`src/rtl/pc_redirect_ctrl.sv`:
```
// Purpose: owns the fetch PC, arbitrates branch/jump redirects and runs a fixed flush window afterwards.
// Latency: new target on pc 1 cycle after an accepted request; first valid fetch FLUSH_CYCLES+1 cycles after it.
// Backpressure: stall freezes the PC in RUN only; redirects override stall and FLUSH ignores stall and requests.
module pc_redirect_ctrl #(
    parameter int unsigned FLUSH_CYCLES = 2,
    parameter logic [31:0] RESET_PC     = 32'h0000_0000
) (
    input  logic        clock,
    input  logic        reset,
    input  logic        stall,
    input  logic        br_req,
    input  logic [31:0] br_target,
    input  logic        jmp_req,
    input  logic [31:0] jmp_target,
    output logic [31:0] pc,
    output logic        fetch_valid,
    output logic        flush,
    output logic        busy,
    output logic [15:0] redirect_cnt
);

    typedef enum logic {
        RUN   = 1'b0,
        FLUSH = 1'b1
    } state_t;

    // Counter starts at FLUSH_CYCLES-1 so FLUSH lasts exactly FLUSH_CYCLES cycles.
    localparam logic [3:0] FLUSH_INIT = 4'(FLUSH_CYCLES - 1);

    state_t      state_q;
    state_t      state_d;
    logic [3:0]  flush_cnt_q;
    logic [3:0]  flush_cnt_d;
    logic [31:0] pc_q;
    logic [31:0] pc_d;
    logic        flush_q;
    logic        flush_d;
    logic [15:0] redirect_cnt_q;
    logic [15:0] redirect_cnt_d;
    // Low for the first edge after reset release so RESET_PC is held one extra cycle.
    logic        started_q;

    logic        redir_vld;
    logic [31:0] redir_dat;

    // Branch is the older instruction, so it wins; a simultaneous jump is from a squashed path.
    assign redir_vld = br_req | jmp_req;
    assign redir_dat = br_req ? br_target : jmp_target;

    // Next-state, next-PC and redirect counting.
    always_comb begin
        state_d        = state_q;
        flush_cnt_d    = flush_cnt_q;
        pc_d           = pc_q;
        flush_d        = flush_q;
        redirect_cnt_d = redirect_cnt_q;
        case (state_q)
            RUN: begin
                if (redir_vld) begin
                    pc_d           = redir_dat & 32'hFFFF_FFFC;
                    state_d        = FLUSH;
                    flush_cnt_d    = FLUSH_INIT;
                    flush_d        = 1'b1;
                    redirect_cnt_d = redirect_cnt_q + 16'd1;
                end else if (!stall && started_q) begin
                    pc_d = pc_q + 32'd4;
                end
            end
            FLUSH: begin
                // PC holds the target; requests here come from killed instructions.
                if (flush_cnt_q == 4'd0) begin
                    state_d = RUN;
                    flush_d = 1'b0;
                end else begin
                    flush_cnt_d = flush_cnt_q - 4'd1;
                end
            end
            default: begin
                state_d = RUN;
                flush_d = 1'b0;
            end
        endcase
    end

    // State register with synchronous active-low reset that overrides everything.
    always_ff @(posedge clock) begin
        if (!reset) begin
            state_q        <= RUN;
            flush_cnt_q    <= 4'd0;
            pc_q           <= RESET_PC;
            flush_q        <= 1'b0;
            redirect_cnt_q <= 16'd0;
            started_q      <= 1'b0;
        end else begin
            state_q        <= state_d;
            flush_cnt_q    <= flush_cnt_d;
            pc_q           <= pc_d;
            flush_q        <= flush_d;
            redirect_cnt_q <= redirect_cnt_d;
            started_q      <= 1'b1;
        end
    end

    assign pc           = pc_q;
    assign flush        = flush_q;
    assign busy         = (state_q == FLUSH);
    assign redirect_cnt = redirect_cnt_q;
    assign fetch_valid  = reset & (state_q == RUN) & ~stall;

endmodule

```
`config.mk`:
```
export PLATFORM = sky130hd
export DESIGN_NAME = pc_redirect_ctrl
export DESIGN_NICKNAME = d
export VERILOG_FILES = /design/src/rtl/pc_redirect_ctrl.sv
export SDC_FILE = /design/constraint.sdc
export NUM_CORES = 1
export LEC_CHECK = 0
export BUFFER_PORTS_ARGS = -buffer_cell sky130_fd_sc_hd__buf_2
export CAP_MARGIN = 20
export CELL_PAD_IN_SITES_DETAIL_PLACEMENT = 2
export CELL_PAD_IN_SITES_GLOBAL_PLACEMENT = 2
export CORE_ASPECT_RATIO = 1.5
export CORE_MARGIN = 2
export CORE_UTILIZATION = 27
export DETAILED_ROUTE_END_ITERATION = 8
export PLACE_DENSITY_LB_ADDON = 0.12
export SETUP_SLACK_MARGIN = 0.05
export SLEW_MARGIN = 20
export SYNTH_ARGS = -nofsm -noshare
export SYNTH_HDL_FRONTEND = slang
export SYNTH_SLANG_ARGS = --single-unit
```
`constraint.sdc`:
```
create_clock -name clock -period 2.7 [get_ports clock]
set_input_delay 0.405 -clock clock [delete_from_list [all_inputs] [get_ports clock]]
set_output_delay 0.405 -clock clock [all_outputs]
set_load 0.05 [all_outputs]
```
* Word-level counts from Yosys, hierarchy flattened
Index checks and enable logic that the tools add are counted.
** Storage, ports and cells
- Flip-flop bits (word level) :: 55
- Latch bits :: 0
- Memory bits (writable) :: 0
- Memory bits (read-only) :: 0
- Input bits :: 69
- Output and inout port bits :: 51
- Memories kept :: 0
** Operators by class
- Add/sub/neg operators :: 3
- $mul :: 0
- Div/mod/pow operators :: 0
- Magnitude comparators :: 0
- Equal/unequal tests :: 3
- Shift operators :: 0
- Mux-type cells :: 13
- Bitwise gates (word level) :: 5
- Reduce and logical (&&, ||, !) cells :: 8
** Operator list (number)
- two-way mux 32 bit :: 3
- adder 32 x 3 -> 32 bit, second input constant :: 1
- adder 16 x 1 -> 16 bit, second input constant :: 1
- two-way mux 4 bit :: 2
- one-hot mux 4 bit (2 select lines) :: 1
- AND reduction 2 bit :: 4
- two-way mux 1 bit :: 5
- logical NOT 4 bit :: 1
- != test 2 bit, second input constant :: 2
- one-hot mux 1 bit (2 select lines) :: 2
- subtractor 4 x 1 -> 4 bit, second input constant :: 1
- AND 1 bit :: 2
- != test 2 x 1 -> 1 bit, second input constant :: 1
- inverter 1 bit :: 2
- nonzero test 2 bit :: 1
- logical AND 1 bit :: 1
- logical NOT 1 bit :: 1
- OR 1 bit :: 1

* Longest topological paths before layout
Gate-level depths: netlist of the first run.
- Depth after elaboration :: 4
- Gate-level depth with buffers :: 8

* Worst setup path after synthesis of the first run
No wires, ideal clock.
- Path kind :: reg2reg
- Start :: register pc_q[2], in the netlist pc[2]
- End :: register pc_q[30], in the netlist pc[30]
- Library setup time :: 0.134 ns
- Arrival :: 2.227 ns
- Setup slack :: 0.340 ns
- Stages on the path, launching flop included :: 8
- Buffers on the path :: 1
- Path through :: dfxtp_1 -> ha_1 -> nand3_1 -> or4_1 -> buf_6 -> nor4_4 -> mux2i_1 -> o22ai_1
** Between the ends
- Word-level cells in the longest chain between the ends :: 3
** Ends and longest elaborated chain
- start, declared :: RTL line 34 : logic [31:0] pc_q;
- start signal, assigned :: RTL line 97 : pc_q <= pc_d;
- adder 32 x 3 -> 32 bit :: RTL line 66 : pc_d = pc_q + 32'd4;
- two-way mux 32 bit :: RTL line 65 : end else if (!stall && started_q) begin
- two-way mux 32 bit :: RTL line 59 : if (redir_vld) begin
Every way passes these cells. The select of a mux whose other input is x is not followed.
A chain may end at the register's enable or synchronous reset.

* Worst setup path after layout of the first run
- Start :: register pc_q[18], in the netlist pc[18]
- End :: register pc_q[26], in the netlist pc[26]
Same word-level chain as after synthesis.

==> results.txt, run 1 <==
Final Hold Fails - 0
fraction of registers with async set/reset - 0
YS warnings - 0
final setup fails - 0
die height - 139 µm
CP Launch Type - register
ANT nets after route - 0
Synth Flop Type - dfxtp_1
RSZ-0062 raised after global routing - no
Leakage - 0.00177 µW
post-CTS setup buffers - 0
initial drt markers - 119
PortBufs - 113
Post-CTS Resized - 0
Tightest Hold Check Type - input port to register
CTS tree - done
H-tree Lvls - 2
Cell Pwr Density - 556 nW/µm²
Worst-Skew Late Latency - 0.30 ns
cts hold-fix bufs - 0
critical path fanouts, max - 10
EDFF count, synth - 0
total gr overflow - 0
Max VDD drop - 0.000238 V
routability cong. - 0.738
core area - 12000 µm²
commonest non-fill, non-tap cell in the layout - buf_2
first-pass GRT wire length - 21000 µm
detailed-route wire length - 13200 µm
Tot GR Track Use - 0.202
std cell rows - 49
DRC - 0
Worst Skew - 0.00587 ns
Die Width - 94.1 µm
Root Buffer - clkbuf_16
Die Area - 13100 µm²
status - finished clean
Gate Count Post-Synth - 419
FILL cells - 1430
Diodes inserted - 0
nets - 594
#FFs+latches synth - 53
total chip power - 2330 µW
Critical Path RT - 2.86 ns
cts bufs inserted - 5
Final Max Tran Viols - 0
TNS Setup - 0 ns
Seq/Total Area, Yosys - 0.323
Critical Path AT - 2.44 ns
Unique masters post-synth - 62
worst-case clock buffer depth - 2
worst slew pin tran - 0.609 ns
P&R area growth vs syn - 27.3%
vias in the first global route - 3982
Worst setup EP type - register
Cell Area, Synth - 3280 µm²
Syn Area/Cell - 7.84 µm²
clk slew on worst S/H paths - 0.07 ns
DPL Wire Length - 9740 µm
Starting Density - 0.275
minimum clock period - 2.28 ns
initial antenna violation count - 0
Max Freq - 0.439 GHz
relative slew slack - 0.591
most frequent cells in the layout - buf_2 (113), dfxtp_1 (53), nor2_1 (48)
# IOs - 120
share of cells above drive strength 1 - 0.295
largest net degree at the start of global routing - 43
Max Cap Viol - 0
post-DR vias/cell - 5.47
crit share post-route - 0.843
drt first pass iters - 4
wire per inst - 19.6 µm
CP Class - register to register
vias - 3695
Sink Count - 53
-- flip-flops by register name, summed over array words and instances (netlist names) --
register	flops
flush	1
flush_cnt_q	4
redirect_cnt	16
busy	1
started_q	1
pc	30
-- Yosys cell counts (all sizes together), types with 4 or more instances --
library cell  instances  share of area
nor4                  9          0.026
o31a                  4          0.011
nand2                31          0.036
o21a                  5          0.011
and4                  6          0.016
clkbuf               25          0.029
and2                  4         0.0076
ha                    4          0.015
nand2b                4         0.0076
inv                   7         0.0080
mux2i                 6          0.018
a221o                12          0.037
a21oi                24          0.037
nand3                17          0.027
or3                   4         0.0076
or4                   4         0.0091
nand4                15          0.030
a22o                  4          0.011
nor2                 48          0.055
and3                  7          0.013
nor3                 13          0.021
o21ai                29          0.044
dfxtp                53           0.32
a22oi                10          0.023
buf                   9          0.019
a31oi                 7          0.013
xor2                 12          0.032
o22ai                 5         0.0095
-- report_power, final --
group	internal, µW	switching (µW)	total (µW)	leakage (µW)
clock network	465	308	773	0.0000841
registers	838	80.0	918	0.000435
logic	206	429	635	0.00125
-- through the flow --
step	util	std cells	cell area, µm²	hold WS, ns	setup slack (ns)
CTS	0.350	675	4180	0.402	0.419
floorplan	-	420	3290	0.433	0.340
global placement	0.335	667	4010	0.474	0.496
global route	0.350	675	4180	0.417	0.244
detailed placement	0.335	667	4010	0.486	0.429
finish	0.350	675	4180	0.406	0.424
-- worst max-delay path, cell delays in order, from the launching register on --
cell and delay (ns):
dfxtp_1 0.52, nand4_2 0.22, or4_1 0.75, nor4_4 0.33, mux2i_1 0.22, o22ai_1 0.10
-- cell type report --
type / instances / area [µm²] / area share
Clock buffer: 7 / 143 / 0.0341
Clock inverter: 1 / 30.0 / 0.00718
Inverter: 8 / 30.0 / 0.00718
Multi-Input combinational cell: 325 / 2050 / 0.490
Sequential cell: 53 / 1060 / 0.254
Tap cell: 153 / 191 / 0.0458
Timing Repair Buffer: 128 / 678 / 0.162
-- metal layers --
| layer | global-route usage | vias up | wire, µm |
|---|---|---|---|
| met2 | 0.398 | 82 | 7410 |
| met5 | 0 | - | 0 |
| met4 | 0.0519 | 0 | 176 |
| li1 | - | 1770 | - |
| met1 | 0.214 | 1830 | 5070 |
| met3 | 0.0359 | 13 | 585 |
-- cells by family (layout without fill, tap and decap cells) --
logic type	after synthesis	count (layout)	share of synthesized area
simple gates	172	172	0.280
compound gates	125	125	0.262
flops	53	53	0.323
buf+inv	42	144	0.0564
xor+xnor	15	15	0.0400
mux	7	7	0.0217
fa+ha+maj	4	4	0.0152
other cells	1	2	0.00114
-- path summary, 6_finish.rpt --
kind	cells past startpoint	from	end	slack (ns)
setup / recovery	5	pc[18]	pc[26]	0.42
hold / removal	3	jmp_target[24]	pc[24]	0.41
setup reg to reg	5	pc[18]	pc[26]	0.42
hold reg to reg	2	flush	flush	0.49
No activity file was read; power rests on OpenSTA's default activity.
==> run 2: changes to the inputs <==
--- a/config.mk
+++ b/config.mk
@@ -5,13 +5,14 @@
 export SDC_FILE = /design/constraint.sdc
 export NUM_CORES = 1
 export LEC_CHECK = 0
+export ABC_AREA = 1
 export BUFFER_PORTS_ARGS = -buffer_cell sky130_fd_sc_hd__buf_2
 export CAP_MARGIN = 20
 export CELL_PAD_IN_SITES_DETAIL_PLACEMENT = 2
 export CELL_PAD_IN_SITES_GLOBAL_PLACEMENT = 2
 export CORE_ASPECT_RATIO = 1.5
 export CORE_MARGIN = 2
-export CORE_UTILIZATION = 27
+export CORE_UTILIZATION = 26
 export DETAILED_ROUTE_END_ITERATION = 8
 export PLACE_DENSITY_LB_ADDON = 0.12
 export SETUP_SLACK_MARGIN = 0.05
==> constraint.sdc (replaced) <==
create_clock -name clock -period 2.22 [get_ports clock]
set_input_delay 0.333 -clock clock [delete_from_list [all_inputs] [get_ports clock]]
set_output_delay 0.333 -clock clock [all_outputs]
set_load 0.05 [all_outputs]
==> run 2 against run 1 <==
  * Final cell count up 18%
  * Utilization down 1.7 points
  * Clock-buffer cell count down 1
  * Fmax up 32%
  * Synthesized cell count up 27%
  * Clock power up 5.8%
  * Flip-flop and latch count unchanged
  * Final area up 3.0%
==> results.txt, run 2 <==
crit-path max cell delay - 0.49 ns (-0.26 ns)
cell with the most instances after synthesis - nand2_1
adder-cell share of the synthesized area - 0.0145 (-0.000730)
status - finished clean
Diodes inserted - 0 (unchanged)
Max Cap Viol - 0 (unchanged)
YS warnings - 0 (unchanged)
CTS tree - done
minimum clock period - 1.72 ns (-0.554 ns)
die height - 145 µm (+4.3%)
Commonest cells post-synth - nand2_1 (117), nor2_1 (79), dfxtp_1 (53)
fraction of registers with async set/reset - 0 (unchanged)
Post-CTS Resized - 0 (unchanged)
post-DR vias/cell - 5.04 (-8.0%)
Leakage - 0.00181 µW (+2.2%)
CP Class - register to register
final setup fails - 0 (unchanged)
top post-synthesis cells by area - dfxtp_1 (31%), nand2_1 (13%), nor2_1 (8.6%), a21oi_1 (5.5%), nand3_1 (5.4%)
Max VDD drop - 0.000276 V (+16%)
PortBufs - 113 (unchanged)
gr busiest metal - met2
most frequent cells in the layout - nand2_1 (117), buf_2 (113), nor2_1 (78)
total gr overflow - 0 (unchanged)
Worst setup EP type - register
initial antenna violation count - 0 (unchanged)
# IOs - 120 (unchanged)
CP top delay family - simple AND/OR/NAND/NOR gates
worst-case clock buffer depth - 2 (unchanged)
std cell rows - 51 (+4.1%)
met1 GRT Util - 0.208 (-0.00528)
post-synthesis xor/xnor area fraction - 0.0152 (-0.0248)
Final Hold Fails - 0 (unchanged)
share of cells above drive strength 1 - 0.256 (-0.0391)
Syn Area/Cell - 6.50 µm² (-17%)
Worst Skew - 0.00795 ns (+0.00208 ns)
Die Width - 98.0 µm (+4.2%)
drt first pass iters - 4 (unchanged)
ANT nets after route - 0 (unchanged)
Synth Area in Simple Gates - 0.362 (+0.0820)
post-CTS setup buffers - 0 (unchanged)
Unique masters post-synth - 40 (-35%)
commonest non-fill, non-tap cell in the layout - nand2_1
Cell Pwr Density - 656 nW/µm² (+18%)
CP Launch Type - register
RSZ-0062 raised after global routing - no
slowest stage cell, crit path - dfxtp_1
Max Freq - 0.581 GHz (+32%)
core area - 13000 µm² (+8.4%)
clk slew on worst S/H paths - 0.07 ns (about the same)
critical path fanouts, max - 21 (+11)
vias in the first global route - 4375 (+9.9%)
largest net degree at the start of global routing - 40 (-7.0%)
Largest register FFs - 30 (unchanged)
cts hold-fix bufs - 0 (unchanged)
Synth Flop Type - dfxtp_1
vias - 4010 (+8.5%)
compound-cell area share of the yosys netlist - 0.218 (-0.0445)
EDFF count, synth - 0 (unchanged)
H-tree Lvls - 2 (unchanged)
Seq/Total Area, Yosys - 0.308 (-0.0155)
post-synthesis mux area share - 0 (-0.0217)
Placed Cells - 789 (+18%)
Final Util - 0.332 (-0.0173)
wire per inst - 17.1 µm (-13%)
#FFs+latches synth - 53 (unchanged)
Worst-Skew Late Latency - 0.30 ns (about the same)
combinational family with the most area after synthesis - simple AND/OR/NAND/NOR gates
Final Max Tran Viols - 0 (unchanged)
detailed-route wire length - 13600 µm (+3.0%)
DPL Wire Length - 10700 µm (+9.5%)
Gate Count Post-Synth - 531 (+27%)
Critical Path RT - 2.44 ns (-0.42 ns)
routability cong. - 0.771 (+4.5%)
Critical Path AT - 1.94 ns (-0.50 ns)
Root Buffer - clkbuf_16
Die Area - 14200 µm² (+8.7%)
Synth top area share - 0.308 (-0.0155)
first-pass GRT wire length - 22400 µm (+6.6%)
met3 Usage GRT - 0.0169 (-0.0190)
cts bufs inserted - 5 (unchanged)
Tightest Hold Check Type - input port to register
Tot GR Track Use - 0.193 (-0.00954)
Synth area leader - dfxtp_1
crit share post-route - 0.775 (-0.0675)
P&R area growth vs syn - 24.8%
nets - 710 (+20%)
Cell Area, Synth - 3450 µm² (+5.0%)
TNS Setup - 0 ns (unchanged)
FILL cells - 1627 (+14%)
critical path cell sequence - inv_2 > nand2_2 > nand2_2 > inv_2 > nor2_1 > a21oi_1
Starting Density - 0.266 (-0.00843)
worst path buffer plus inverter count - 2 (+2)
Sink Count - 53 (unchanged)
DRC - 0 (unchanged)
Post-Layout Cell Count - 796 (+18%)
initial drt markers - 82 (-31%)
GR met2 Demand/Resource - 0.392 (-0.00562)
==> run 2: cell count changes in the layout (fill, tap and decap cells not counted), sizes merged, moves of 7 or more <==
cell / delta
a21oi: +14
buf: -7
inv: +36
nand4: -14
o21ai: +11
nand2: +94
xor2: -11
and3: -7
nand3: +21
a22o: +16
nor4: -8
a221o: -12
nor2: +47
==> run 2: cells by family (layout without fill, tap and decap cells) <==
family,after synthesis,after routing
AND/OR/NAND/NOR,277,277
AO/OA/AOI/OAI,124,124
buffers and inverters,66,171
flip-flops,53,53
XOR/XNOR,6,6
adder cells (fa/ha/maj),4,4
other,1,2
==> run 2: metal layers <==
metal	wire, µm	vias up	part of all wire
met5	0	-	0
met3	372	9	0.027
met1	5280	1960	0.39
li1	-	1975	-
met2	7820	66	0.57
met4	153	0	0.011
==> run 2: layout make-up <==
cell class | instances | area, µm² | area share
Clock buffer | 6 | 139 | 0.0322
Clock inverter | 1 | 7.51 | 0.00174
Inverter | 43 | 161 | 0.0375
Multi-Input combinational cell | 413 | 2110 | 0.491
Sequential cell | 53 | 1060 | 0.246
Tap cell | 159 | 199 | 0.0462
Timing Repair Buffer | 121 | 626 | 0.145
==> run 2: final timing paths <==
| check | start | end | slack [ns] | depth (start not counted) |
|---|---|---|---|---|
| max | busy | pc[17] | 0.50 | 6 |
| max reg2reg | busy | pc[17] | 0.50 | 6 |
| min | jmp_target[2] | pc[2] | 0.34 | 3 |
| min reg2reg | flush | flush | 0.49 | 2 |
==> run 2: worst reg2reg max path, cell delays in order, from the launching register on <==
cell and delay (ns):
dfxtp_1 0.49, inv_2 0.08, nand2_2 0.26, nand2_2 0.13
inv_2 0.38, nor2_1 0.11, a21oi_1 0.19
==> run 2: where the power goes <==
part | internal (µW) | switching (µW)
logic | 249 | 599
clock network | 444 | 374
registers | 1030 | 124
total | 1730 | 1100
==> run 2: per-stage QoR <==
stage / worst slack, ns / total power [µW] / hold slack, ns / area (µm²)
3_5_place_dp: 0.395 / 2040 / 0.482 / 4160
3_3_place_gp: 0.447 / 2010 / 0.464 / 4160
2_1_floorplan: 0.183 / 1760 / 0.361 / 3450
4_1_cts: 0.436 / 2880 / 0.336 / 4310
6_report: 0.498 / 2820 / 0.345 / 4310
5_1_grt: 0.311 / 2990 / 0.351 / 4310
